### config.mk
export PLATFORM = sky130hd
export DESIGN_NAME = ahb_rr_arbiter
export DESIGN_NICKNAME = d
export VERILOG_FILES = /design/src/rtl/ahb_arb_pkg.sv /design/src/rtl/ahb_rr_arbiter_rr_pick.sv /design/src/rtl/ahb_rr_arbiter.sv
export SDC_FILE = /design/constraint.sdc
export NUM_CORES = 1
export LEC_CHECK = 0
export ABC_AREA = 1
export BUFFER_PORTS_ARGS = -buffer_cell sky130_fd_sc_hd__buf_2
export CORE_MARGIN = 4
export CORE_UTILIZATION = 40
export CTS_CLUSTER_DIAMETER = 200
export DETAILED_ROUTE_END_ITERATION = 10
export SLEW_MARGIN = 10
export SYNTH_ARGS = -nofsm -noshare
export SYNTH_HDL_FRONTEND = slang
export SYNTH_SLANG_ARGS = --single-unit
### constraint.sdc
create_clock -name hclk -period 2.2 [get_ports hclk]
set_input_delay 0.66 -clock hclk [delete_from_list [all_inputs] [get_ports hclk]]
set_output_delay 0.66 -clock hclk [all_outputs]
set_load 0.005 [all_outputs]
### src/rtl/ahb_arb_pkg.sv
// Shared definitions for the round-robin AHB arbiter: state encoding,
// default bridge select mask and the owner-index width helper.
package ahb_arb_pkg;

  localparam logic [1:0] IDLE        = 2'd0;
  localparam logic [1:0] GRANT       = 2'd1;
  localparam logic [1:0] BRIDGE_WAIT = 2'd2;
  localparam logic [1:0] BRIDGE_OWN  = 2'd3;

  localparam logic [3:0] DEF_BRIDGE_MASK = 4'b1100;

  // A single master still needs a 1-bit index.
  function automatic int idx_width(input int n);
    return (n > 2) ? $clog2(n) : 1;
  endfunction

endpackage

### src/rtl/ahb_rr_arbiter_rr_pick.sv
// Round-robin pick: first set request bit searching upward from base+1,
// wrapping past NUM_MASTERS-1 back to 0.
module rr_pick
  import ahb_arb_pkg::*;
#(
  parameter int NUM_MASTERS = 4,
  parameter int IDXW        = idx_width(NUM_MASTERS)
) (
  input  logic [NUM_MASTERS-1:0] req,
  input  logic [IDXW-1:0]        base,
  output logic [IDXW-1:0]        winner,
  output logic                   valid
);

  always_comb begin
    valid  = 1'b0;
    winner = '0;
    // base itself is visited last, so the previous owner has lowest priority.
    for (int i = 1; i <= NUM_MASTERS; i++) begin
      if (!valid && req[(int'(base) + i) % NUM_MASTERS]) begin
        valid  = 1'b1;
        winner = IDXW'((int'(base) + i) % NUM_MASTERS);
      end
    end
  end

endmodule

### src/rtl/ahb_rr_arbiter.sv
// Round-robin AHB arbiter with bridge forwarding (hreqb/hgrantb handshake).
// Optional ownership watchdog enabled by defining ARB_TIMEOUT_EN.
module ahb_rr_arbiter
  import ahb_arb_pkg::*;
#(
  parameter int               NUM_MASTERS    = 4,
  parameter int               SEL_W          = 4,
  parameter logic [SEL_W-1:0] BRIDGE_MASK    = SEL_W'(DEF_BRIDGE_MASK),
  parameter int               TIMEOUT_CYCLES = 256,
  localparam int              IDXW           = idx_width(NUM_MASTERS)
) (
  input  logic                         hclk,
  input  logic                         hreset,
  input  logic [NUM_MASTERS-1:0]       hreq,
  input  logic [NUM_MASTERS*SEL_W-1:0] sel_in,
  input  logic                         hready_out,
  input  logic                         hresp,
  input  logic                         hgrantb,
  output logic [NUM_MASTERS-1:0]       hgrant,
  output logic [SEL_W-1:0]             sel,
  output logic                         hreqb,
  output logic [IDXW-1:0]              owner,
  output logic                         busy,
  output logic                         timeout_err
);

  logic [1:0]       state;
  logic [IDXW-1:0]  last;
  logic [IDXW-1:0]  pick_idx;
  logic             pick_vld;
  logic [SEL_W-1:0] pick_sel;
  logic             tr_done;
  logic             to_hit;

  assign tr_done  = hready_out && !hresp;
  assign pick_sel = sel_in[pick_idx*SEL_W +: SEL_W];

  rr_pick #(
    .NUM_MASTERS (NUM_MASTERS),
    .IDXW        (IDXW)
  ) u_pick (
    .req    (hreq),
    .base   (last),
    .winner (pick_idx),
    .valid  (pick_vld)
  );

`ifdef ARB_TIMEOUT_EN
  localparam int CNT_W = $clog2(TIMEOUT_CYCLES) + 1;
  logic [CNT_W-1:0] wdog_cnt;

  // Held at zero outside an ownership, so it is clear on every entry.
  always_ff @(posedge hclk) begin
    if (hreset || state == IDLE || state == BRIDGE_WAIT) wdog_cnt <= '0;
    else if (!tr_done)                                   wdog_cnt <= wdog_cnt + 1'b1;
  end

  assign to_hit = (wdog_cnt == CNT_W'(TIMEOUT_CYCLES - 1));
`else
  logic unused_timeout;
  assign unused_timeout = (TIMEOUT_CYCLES != 0);
  assign to_hit         = 1'b0;
`endif

  always_ff @(posedge hclk) begin
    if (hreset) begin
      state       <= IDLE;
      hgrant      <= '0;
      sel         <= '0;
      hreqb       <= 1'b0;
      owner       <= '0;
      busy        <= 1'b0;
      timeout_err <= 1'b0;
      last        <= IDXW'(NUM_MASTERS - 1);
    end else begin
      timeout_err <= 1'b0;
      case (state)
        IDLE: begin
          if (pick_vld) begin
            owner <= pick_idx;
            sel   <= pick_sel;
            busy  <= 1'b1;
            if (|(pick_sel & BRIDGE_MASK)) begin
              state <= BRIDGE_WAIT;
              hreqb <= 1'b1;
            end else begin
              state  <= GRANT;
              hgrant <= NUM_MASTERS'(1) << pick_idx;
            end
          end
        end
        GRANT: begin
          if (tr_done || to_hit) begin
            state       <= IDLE;
            hgrant      <= '0;
            sel         <= '0;
            busy        <= 1'b0;
            last        <= owner;
            timeout_err <= !tr_done;
          end
        end
        BRIDGE_WAIT: begin
          if (hgrantb) begin
            state  <= BRIDGE_OWN;
            hgrant <= NUM_MASTERS'(1) << owner;
          end else if (!hreq[owner]) begin
            // Abandoned before the bridge answered: pointer not advanced.
            state <= IDLE;
            hreqb <= 1'b0;
            sel   <= '0;
            busy  <= 1'b0;
          end
        end
        default: begin
          if (tr_done || to_hit) begin
            state       <= IDLE;
            hgrant      <= '0;
            hreqb       <= 1'b0;
            sel         <= '0;
            busy        <= 1'b0;
            last        <= owner;
            timeout_err <= !tr_done;
          end else if (!hgrantb) begin
            state  <= BRIDGE_WAIT;
            hgrant <= '0;
          end
        end
      endcase
    end
  end

endmodule

==> results of run 1 <==
-- layout make-up --
| class | instances | area (um^2) | area share |
|---|---|---|---|
| Clock inverter | 1 | 5.00 | 0.00321 |
| Timing Repair Buffer | 47 | 260 | 0.167 |
| Sequential cell | 17 | 345 | 0.221 |
| Multi-Input combinational cell | 155 | 820 | 0.525 |
| Clock buffer | 3 | 22.5 | 0.0144 |
| Inverter | 17 | 68.8 | 0.0441 |
| Tap cell | 31 | 38.8 | 0.0249 |
-- power by group --
part / switching, W / internal [W] / total [W]
registers: 0.0000823 / 0.000418 / 0.000501
clock network: 0.000102 / 0.0000676 / 0.000169
logic: 0.000728 / 0.000482 / 0.00121
-- metrics by stage --
stage                     cell area, um^2  power (W)
final                                1560    0.00188
after global placement               1520    0.00169
after floorplan                      1230    0.00134
after CTS                            1550    0.00189
after detailed placement             1520    0.00171
after global routing                 1560    0.00208
-- registers in the layout, summed over array words and instances, names as in the netlist --
register / cells
timeout_err: 1
hreqb: 1
hgrant: 4
owner: 2
state: 2
busy: 1
sel: 4
last: 2
-- tightest hold or removal path: cells and delay by family, from the launching register on --
kind / cells / cell delay (ns)
DFF: 1 / 0.32
and+or+nand+nor: 1 / 0.06
AOI/OAI and AO/OA: 1 / 0.05
-- worst max path at each step --
stage	end	slack [ns]
2_1_floorplan	hgrant[0]	0.17
3_3_place_gp	hgrant[1]	-0.11
3_5_place_dp	hgrant[3]	-0.12
4_1_cts	hgrant[3]	0.03
5_1_grt	hgrant[2]	0.003
6_report	hgrant[2]	0.16
-- logic make-up (layout without fill, tap and decap cells) --
| family | Yosys count | count (layout) | synth area share |
|---|---|---|---|
| AOI/OAI and AO/OA | 29 | 29 | 0.126 |
| other | 1 | 1 | 0.00304 |
| buffers and inverters | 18 | 68 | 0.0648 |
| and+or+nand+nor | 125 | 125 | 0.531 |
| DFF | 17 | 17 | 0.276 |
-- routing by layer --
layer | up-vias | wire length, um | share of wire
met5 | - | 0 | 0
met4 | 0 | 31 | 0.0098
met3 | 4 | 202 | 0.064
met2 | 43 | 1450 | 0.46
met1 | 604 | 1490 | 0.47
li1 | 725 | - | -
-- timing repair --
item                       4_1_cts  5_1_grt
buffers inserted                 0        0
gates resized for setup          0        4
setup endpoints to repair        0        8
-- layout by cell type (no fill, tap or decap), drive strengths merged, types with 3 or more instances in the layout --
master | Yosys | routed
inv | 16 | 16
nand2 | 72 | 72
a21oi | 12 | 12
o21ai | 11 | 11
clkbuf | 0 | 3
nor2 | 20 | 20
dfxtp | 17 | 17
buf | 1 | 47
nand3 | 30 | 30
==> results.json, run 1 <==
{
  "synth_fp_nets": 215,
  "num-fill-cells": 307,
  "yosysMostFrequentCell": "nand2_1",
  "cts.sinks": 17,
  "path_buf_inv": 1,
  "wire_per_inst_um": 11.7,
  "synth-seq-cells": 17,
  "synth_area_leaders": "dfxtp_1 (28%), nand2_1 (16%), nand3_1 (11%)",
  "fin_cells": 271,
  "clk_pin_slew_ns": 0.10,
  "die_area_um2": 4040,
  "synth_area_per_cell_um2": 6.50,
  "ant_nets": 0,
  "met1_usage": 0.215,
  "holdPathEnd": "busy",
  "dp.final_hpwl_um": 2600,
  "vdd_drop_max_mv": 0.516,
  "slew_violations": 0,
  "clockBufferDepth": 2,
  "drt_iter0_drc": 92,
  "power_density_nw_per_um2": 1200,
  "die_w_um": 63.6,
  "antenna_cells": 0,
  "final_util": 0.547,
  "synth_edf_count": 0,
  "pre_cts_slack_ns": -0.118,
  "reg2reg_to": "hgrant[2]",
  "status": "completed",
  "async_flop_share": 0,
  "core_area_um2": 2850,
  "worst_path_max_delay_cell": "nor2_8",
  "synth_top_area_frac": 0.276,
  "rsz0062_at_grt": "false",
  "die_y_um": 63.6,
  "ys_seq_area_frac": 0.276,
  "holdWs_ns": 0.466,
  "vias": 1376,
  "busiest_layer": "met2",
  "dr.pass1.iters": 4,
  "grtUsageTotal": 0.165,
  "wl_um": 3170,
  "antenna_found_initial": 0,
  "htreeDepth": 1,
  "nets": 266,
  "r2r_start": "last[0]",
  "clk_latency_ns": 0.29,
  "critical-path-top-delay-family": "simple AND/OR/NAND/NOR gates",
  "finalHoldViolations": 0,
  "crit_cells": 17,
  "grtUsageMet2": 0.270,
  "crit_start": "hreq[3]",
  "rows": 19,
  "holdBufCountCts": 0,
  "grt_overflow_total": 0,
  "drive_gt1_frac": 0.363,
  "r2r_setup_slack_ns": 0.20,
  "arrival_ns": 2.23,
  "start_util": 0.433,
  "io_buffers": 37,
  "syn_area_um2": 1230,
  "routed_via_density": 5.08,
  "synthTopCellsByCount": "nand2_1 (51), nand3_1 (27), dfxtp_1 (17), nor2_1 (17), nand2_2 (15)",
  "cts_made_buffers": 3,
  "slowest_delay_ns": 0.14,
  "hp-start": "busy",
  "grt_pass1_wl_um": 5510,
  "timing.fmax_mhz": 490,
  "cap_violations": 0,
  "critPathKind": "in2reg",
  "grt_pass1_vias": 1296,
  "postSynthCellCount": 190,
  "finalSetupTns_ns": 0,
  "cts_root_buf": "clkbuf_4",
  "drc_errors": 0,
  "cts_tree": "yes",
  "ios": 38,
  "area_growth_pct": 26.3,
  "cp_common_cell": "nand2_2",
  "min_period_over_period": 0.927,
  "leakage_nw": 0.832,
  "synth_ff_type": "dfxtp_1",
  "min_path_cells": 2,
  "hold_path.class": "reg2reg",
  "ys_types": 24,
  "end_kind": "flip-flop",
  "use_met3": 0.0480,
  "grt_max_degree": 11,
  "crit_path_max_fanout": 9,
  "fin_crit_ns": 2.04,
  "dp_cells": 267,
  "fin_skew_ns": 0.00150,
  "synth_warnings": 0,
  "crit_chain": "buf_2 -> nand2_1 -> nand2_2 -> nand2_1 -> nand2_2 -> nor2_8 -> nand3_2 -> nand2_4 -> nand2_8 -> nand2_2 -> nand3_1 -> nand2_2 -> nand2_2 -> nand2_4 -> nand3_1 -> nand2_1 -> nor2_1",
  "setup_slack_ns": 0.160,
  "start_kind": "primary input",
  "rr_worst_depth": 17,
  "cp.required_ns": 2.39,
  "yosysTopAreaCell": "dfxtp_1",
  "gp_congestion": 0.835,
  "setup-violations-final": 0
}
Power figures use the tool's default switching activity.
==> inputs of run 2 (changes only) <==
--- a/config.mk
+++ b/config.mk
@@ -7,7 +7,7 @@
 export LEC_CHECK = 0
 export ABC_AREA = 1
 export BUFFER_PORTS_ARGS = -buffer_cell sky130_fd_sc_hd__buf_2
-export CORE_MARGIN = 4
+export CORE_MARGIN = 3
 export CORE_UTILIZATION = 40
 export CTS_CLUSTER_DIAMETER = 200
 export DETAILED_ROUTE_END_ITERATION = 10
==> results.json, run 2 (synthesis results as in run 1) <==
{
  "status": "completed",
  "vias": 1377,
  "grt_pass1_wl_um": 5020,
  "clk_latency_ns": 0.29,
  "wl_um": 3080,
  "gp_congestion": 0.796,
  "cts_made_buffers": 3,
  "cts.sinks": 17,
  "cts_tree": "yes",
  "arrival_ns": 2.22,
  "grt_pass1_vias": 1204,
  "power_density_nw_per_um2": 1200,
  "slew_violations": 0,
  "die_w_um": 61.6,
  "crit_path_max_fanout": 9,
  "ctsResizeCount": 1,
  "final_cell_area_um2": 1570,
  "routed_via_density": 5.04,
  "drive_gt1_frac": 0.360,
  "dr.pass1.iters": 4,
  "rows": 19,
  "io_buffers": 37,
  "fin_crit_ns": 2.02,
  "reg_top3": "hgrant: 4 flops, sel: 4 flops",
  "layout_commonest_cell": "nand2_1",
  "ios": 38,
  "min_period_over_period": 0.918,
  "start_util": 0.433,
  "setup-violations-final": 0,
  "fin_skew_ns": 0.00528,
  "critPathKind": "in2reg",
  "antenna_found_initial": 0,
  "drc_errors": 0,
  "hold_path.class": "reg2reg",
  "core_area_um2": 2850,
  "holdBufCountCts": 0,
  "ant_nets": 0,
  "final_util": 0.550,
  "antenna_cells": 0,
  "timing.fmax_mhz": 495,
  "rsz0062_at_grt": "false",
  "cts_root_buf": "clkbuf_4",
  "start_kind": "primary input",
  "finalHoldViolations": 0,
  "area_growth_pct": 27.1,
  "end_kind": "flip-flop",
  "grt_max_degree": 11,
  "cap_violations": 0,
  "num-fill-cells": 302,
  "placed_cell_area_um2": 1540,
  "vdd_drop_max_mv": 0.590,
  "mostFrequentLayoutCells": "nand2_1 (51), buf_2 (37), nand3_1 (27), nor2_1 (17)",
  "clockBufferDepth": 2,
  "post-cts-setup-buffer-count": 0,
  "grtUsageTotal": 0.178,
  "grt_overflow_total": 0,
  "die_y_um": 61.6,
  "die_area_um2": 3790,
  "htreeDepth": 1,
  "leakage_nw": 0.833,
  "cp.required_ns": 2.40,
  "nets": 268,
  "clk_pin_slew_ns": 0.10,
  "dp.final_hpwl_um": 2560,
  "wire_per_inst_um": 11.3,
  "drt_iter0_drc": 54
}
[run 2: changes by cell type in the layout (fill, tap and decap cells not counted), sizes merged]
cell    previous run  this run
buf               47        49
clkbuf             3         4
clkinv             2         1
[run 2: metal layers]
metal	routed length, um	GRT usage	vias up
li1	-	-	730
met1	1520	0.243	602
met2	1350	0.280	41
met3	179	0.0440	4
met4	32	0.0485	0
met5	0	0	-
[run 2: report_power, final]
part	total [W]	switching, W	internal [W]
Clock	0.000169	0.0000981	0.0000706
Combinational	0.00122	0.000723	0.000500
Sequential	0.000498	0.0000795	0.000418
Total	0.00189	0.000901	0.000989
[run 2: critical path, cell delays in order]
cell	delay (ns)
buf_2	0.11
nand2_1	0.09
nand2_2	0.07
nand2_1	0.10
nand2_2	0.11
nor2_8	0.14
nand4_1	0.11
nand3_1	0.20
nand3_1	0.16
nand2_2	0.10
nand2_2	0.07
nand2_4	0.11
nand3_1	0.09
nand2_1	0.06
nor2_1	0.04
[run 2: worst paths after layout]
path                 from        end  slack [ns]  cells past startpoint
hold reg to reg     hreqb      hreqb        0.47                      2
hold / removal      hreqb      hreqb        0.47                      2
setup / recovery  hreq[3]  hgrant[1]        0.18                     15
setup reg to reg  last[0]  hgrant[1]        0.20                     15
[run 2: cell type report]
| class | count | area [um^2] | share of cell area |
|---|---|---|---|
| Multi-Input combinational cell | 155 | 815 | 0.519 |
| Sequential cell | 17 | 345 | 0.220 |
| Timing Repair Buffer | 49 | 275 | 0.175 |
| Inverter | 17 | 68.8 | 0.0439 |
| Tap cell | 31 | 38.8 | 0.0247 |
| Clock buffer | 4 | 26.3 | 0.0167 |
[run 2: per-stage QoR]
step	hold slack [ns]	setup slack [ns]	power (W)	instances	setup TNS (ns)
6_report	0.466	0.181	0.00189	273	0
5_1_grt	0.489	0.0411	0.00209	273	0
4_1_cts	0.467	0.127	0.00191	273	0
3_5_place_dp	0.454	-0.146	0.00173	269	-0.755
3_3_place_gp	0.449	-0.0927	0.00171	269	-0.493
2_1_floorplan	0.449	0.171	0.00134	190	0
==> inputs of run 3 (changes only) <==
--- a/config.mk
+++ b/config.mk
@@ -14,4 +14,5 @@
 export SLEW_MARGIN = 10
 export SYNTH_ARGS = -nofsm -noshare
 export SYNTH_HDL_FRONTEND = slang
+export SYNTH_HIERARCHICAL = 1
 export SYNTH_SLANG_ARGS = --single-unit
==> results.json, run 3 <==
{
  "antenna_cells": 0,
  "grt_pass1_wl_um": 5440,
  "core_area_um2": 2880,
  "fin_cells": 304,
  "ios": 38,
  "vias": 1494,
  "num-fill-cells": 299,
  "wl_um": 3400,
  "reg_top3": "hgrant: 4 flops, sel: 4 flops",
  "dr.pass1.iters": 4,
  "holdBufCountCts": 0,
  "area_growth_pct": 38.0,
  "synthTopCellsByCount": "nand2_1 (65), nand3_1 (28), inv_1 (21)",
  "synth_fp_nets": 229,
  "grt_overflow_total": 0,
  "power_density_nw_per_um2": 1210,
  "die_y_um": 62.1,
  "drive_gt1_frac": 0.389,
  "min_period_over_period": 0.950,
  "p_total_w": 0.00210,
  "grtUsageTotal": 0.186,
  "fin_skew_ns": 0.0126,
  "cts_tree": "yes",
  "setup-violations-final": 0,
  "grt_pass1_vias": 1319,
  "io_buffers": 37,
  "status": "completed",
  "synth_area_per_cell_um2": 6.17,
  "async_flop_share": 0,
  "postSynthCellCount": 204,
  "cap_violations": 0,
  "clk_pin_slew_ns": 0.11,
  "pre_cts_slack_ns": -0.202,
  "timing.fmax_mhz": 479,
  "ys_types": 25,
  "regArea_um2": 348,
  "slew_violations": 0,
  "dp.final_hpwl_um": 2580,
  "hold_path.class": "reg2reg",
  "setup_slack_ns": 0.111,
  "routed_via_density": 4.91,
  "synth_edf_count": 0,
  "synth_warnings": 6,
  "synth_ff_type": "dfxtp_1",
  "final_util": 0.604,
  "dp_cells": 297,
  "synth_top_area_frac": 0.270,
  "arrival_ns": 2.29,
  "nets": 288,
  "mostFrequentLayoutCells": "nand2_1 (59), buf_2 (37), nand3_1 (23), inv_1 (20), buf_4 (16)",
  "end_kind": "flip-flop",
  "rows": 19,
  "yosysMostFrequentCell": "nand2_1",
  "placed_cell_area_um2": 1600,
  "drt_iter0_drc": 87,
  "antenna_found_initial": 0,
  "vdd_drop_max_mv": 0.748,
  "gp_congestion": 0.834,
  "layout_commonest_cell": "nand2_1",
  "die_area_um2": 3860,
  "clk_latency_ns": 0.30,
  "drc_errors": 0,
  "clockBufferDepth": 2,
  "multi_input_area_um2": 877,
  "ant_nets": 0,
  "wire_per_inst_um": 11.2,
  "start_kind": "flip-flop",
  "critPathKind": "reg2reg",
  "synth-seq-cells": 17,
  "grt_max_degree": 12,
  "htreeDepth": 1,
  "ys_seq_area_frac": 0.270,
  "syn_area_um2": 1260,
  "die_w_um": 62.1,
  "cts_root_buf": "clkbuf_4",
  "yosysTopAreaCell": "dfxtp_1",
  "synth_area_leaders": "dfxtp_1 (27%), nand2_1 (19%), nand3_1 (11%)",
  "cp.required_ns": 2.40,
  "fin_crit_ns": 2.09,
  "cts_made_buffers": 3,
  "final_cell_area_um2": 1740,
  "start_util": 0.438,
  "leakage_nw": 0.933,
  "crit_path_max_fanout": 7,
  "cts.sinks": 17,
  "finalHoldViolations": 0
}
-- run 3: per-layer routing --
metal	part of all wire	track usage	wire [um]	vias to the layer above
met3	0.061	0.0434	209	6
met1	0.44	0.233	1500	666
met2	0.48	0.311	1640	50
met4	0.014	0.0636	47	0
met5	0	0	0	-
li1	-	-	-	772
-- run 3: metrics by stage --
step / setup TNS [ns] / hold slack [ns]
floorplan: 0 / 0.451
global placement: -0.736 / 0.448
detailed placement: -1.22 / 0.455
CTS: 0 / 0.475
global route: -0.214 / 0.491
finish: 0 / 0.470
-- run 3: critical path, cell delays in order (launching register included) --
cell	delay, ns
dfxtp_4	0.39
buf_4	0.14
nand2_1	0.08
nand3_1	0.13
nand2_4	0.08
nor2_8	0.13
nand4_1	0.13
nand3_2	0.11
buf_6	0.13
inv_6	0.04
nand2_1	0.06
nand3_1	0.11
nand2_2	0.11
nand2_4	0.08
nand2_4	0.09
nand3_1	0.07
nand2_1	0.07
nor2_1	0.04
-- run 3: cell type report --
type	instances	share of cell area
inverter	25	0.0584
multi-input combinational	161	0.505
clock inverter	1	0.00432
tap	42	0.0303
clock buffer	3	0.0130
timing repair buffer	55	0.189
sequential	17	0.200
-- run 3: repair_timing --
action	in CTS	in global routing
buffers inserted	0	1
endpoints found under the setup margin	0	7
endpoints found under the hold margin	0	0
resized for setup	0	27
-- run 3: final timing paths --
path / startpoint / end / slack (ns) / cells past startpoint
worst min register to register: sel[0] / sel[0] / 0.47 / 2
worst min-delay path: sel[0] / sel[0] / 0.47 / 2
worst max-delay path: last[0] / hgrant[0] / 0.11 / 17
worst max register to register: last[0] / hgrant[0] / 0.11 / 17
-- run 3: logic make-up (layout without fill, tap and decap cells) --
| kind of cell | Yosys count | in the layout | synth area share |
|---|---|---|---|
| buf+inv | 27 | 84 | 0.0934 |
| other cells | 1 | 1 | 0.00298 |
| compound gates | 29 | 29 | 0.135 |
| simple gates | 130 | 131 | 0.498 |
| flops | 17 | 17 | 0.270 |
-- run 3: power by group --
part           leakage (nW)  switching [W]  internal (W)
Combinational         0.778       0.000836      0.000568
Sequential            0.141      0.0000913      0.000426
Clock                0.0139       0.000107     0.0000692
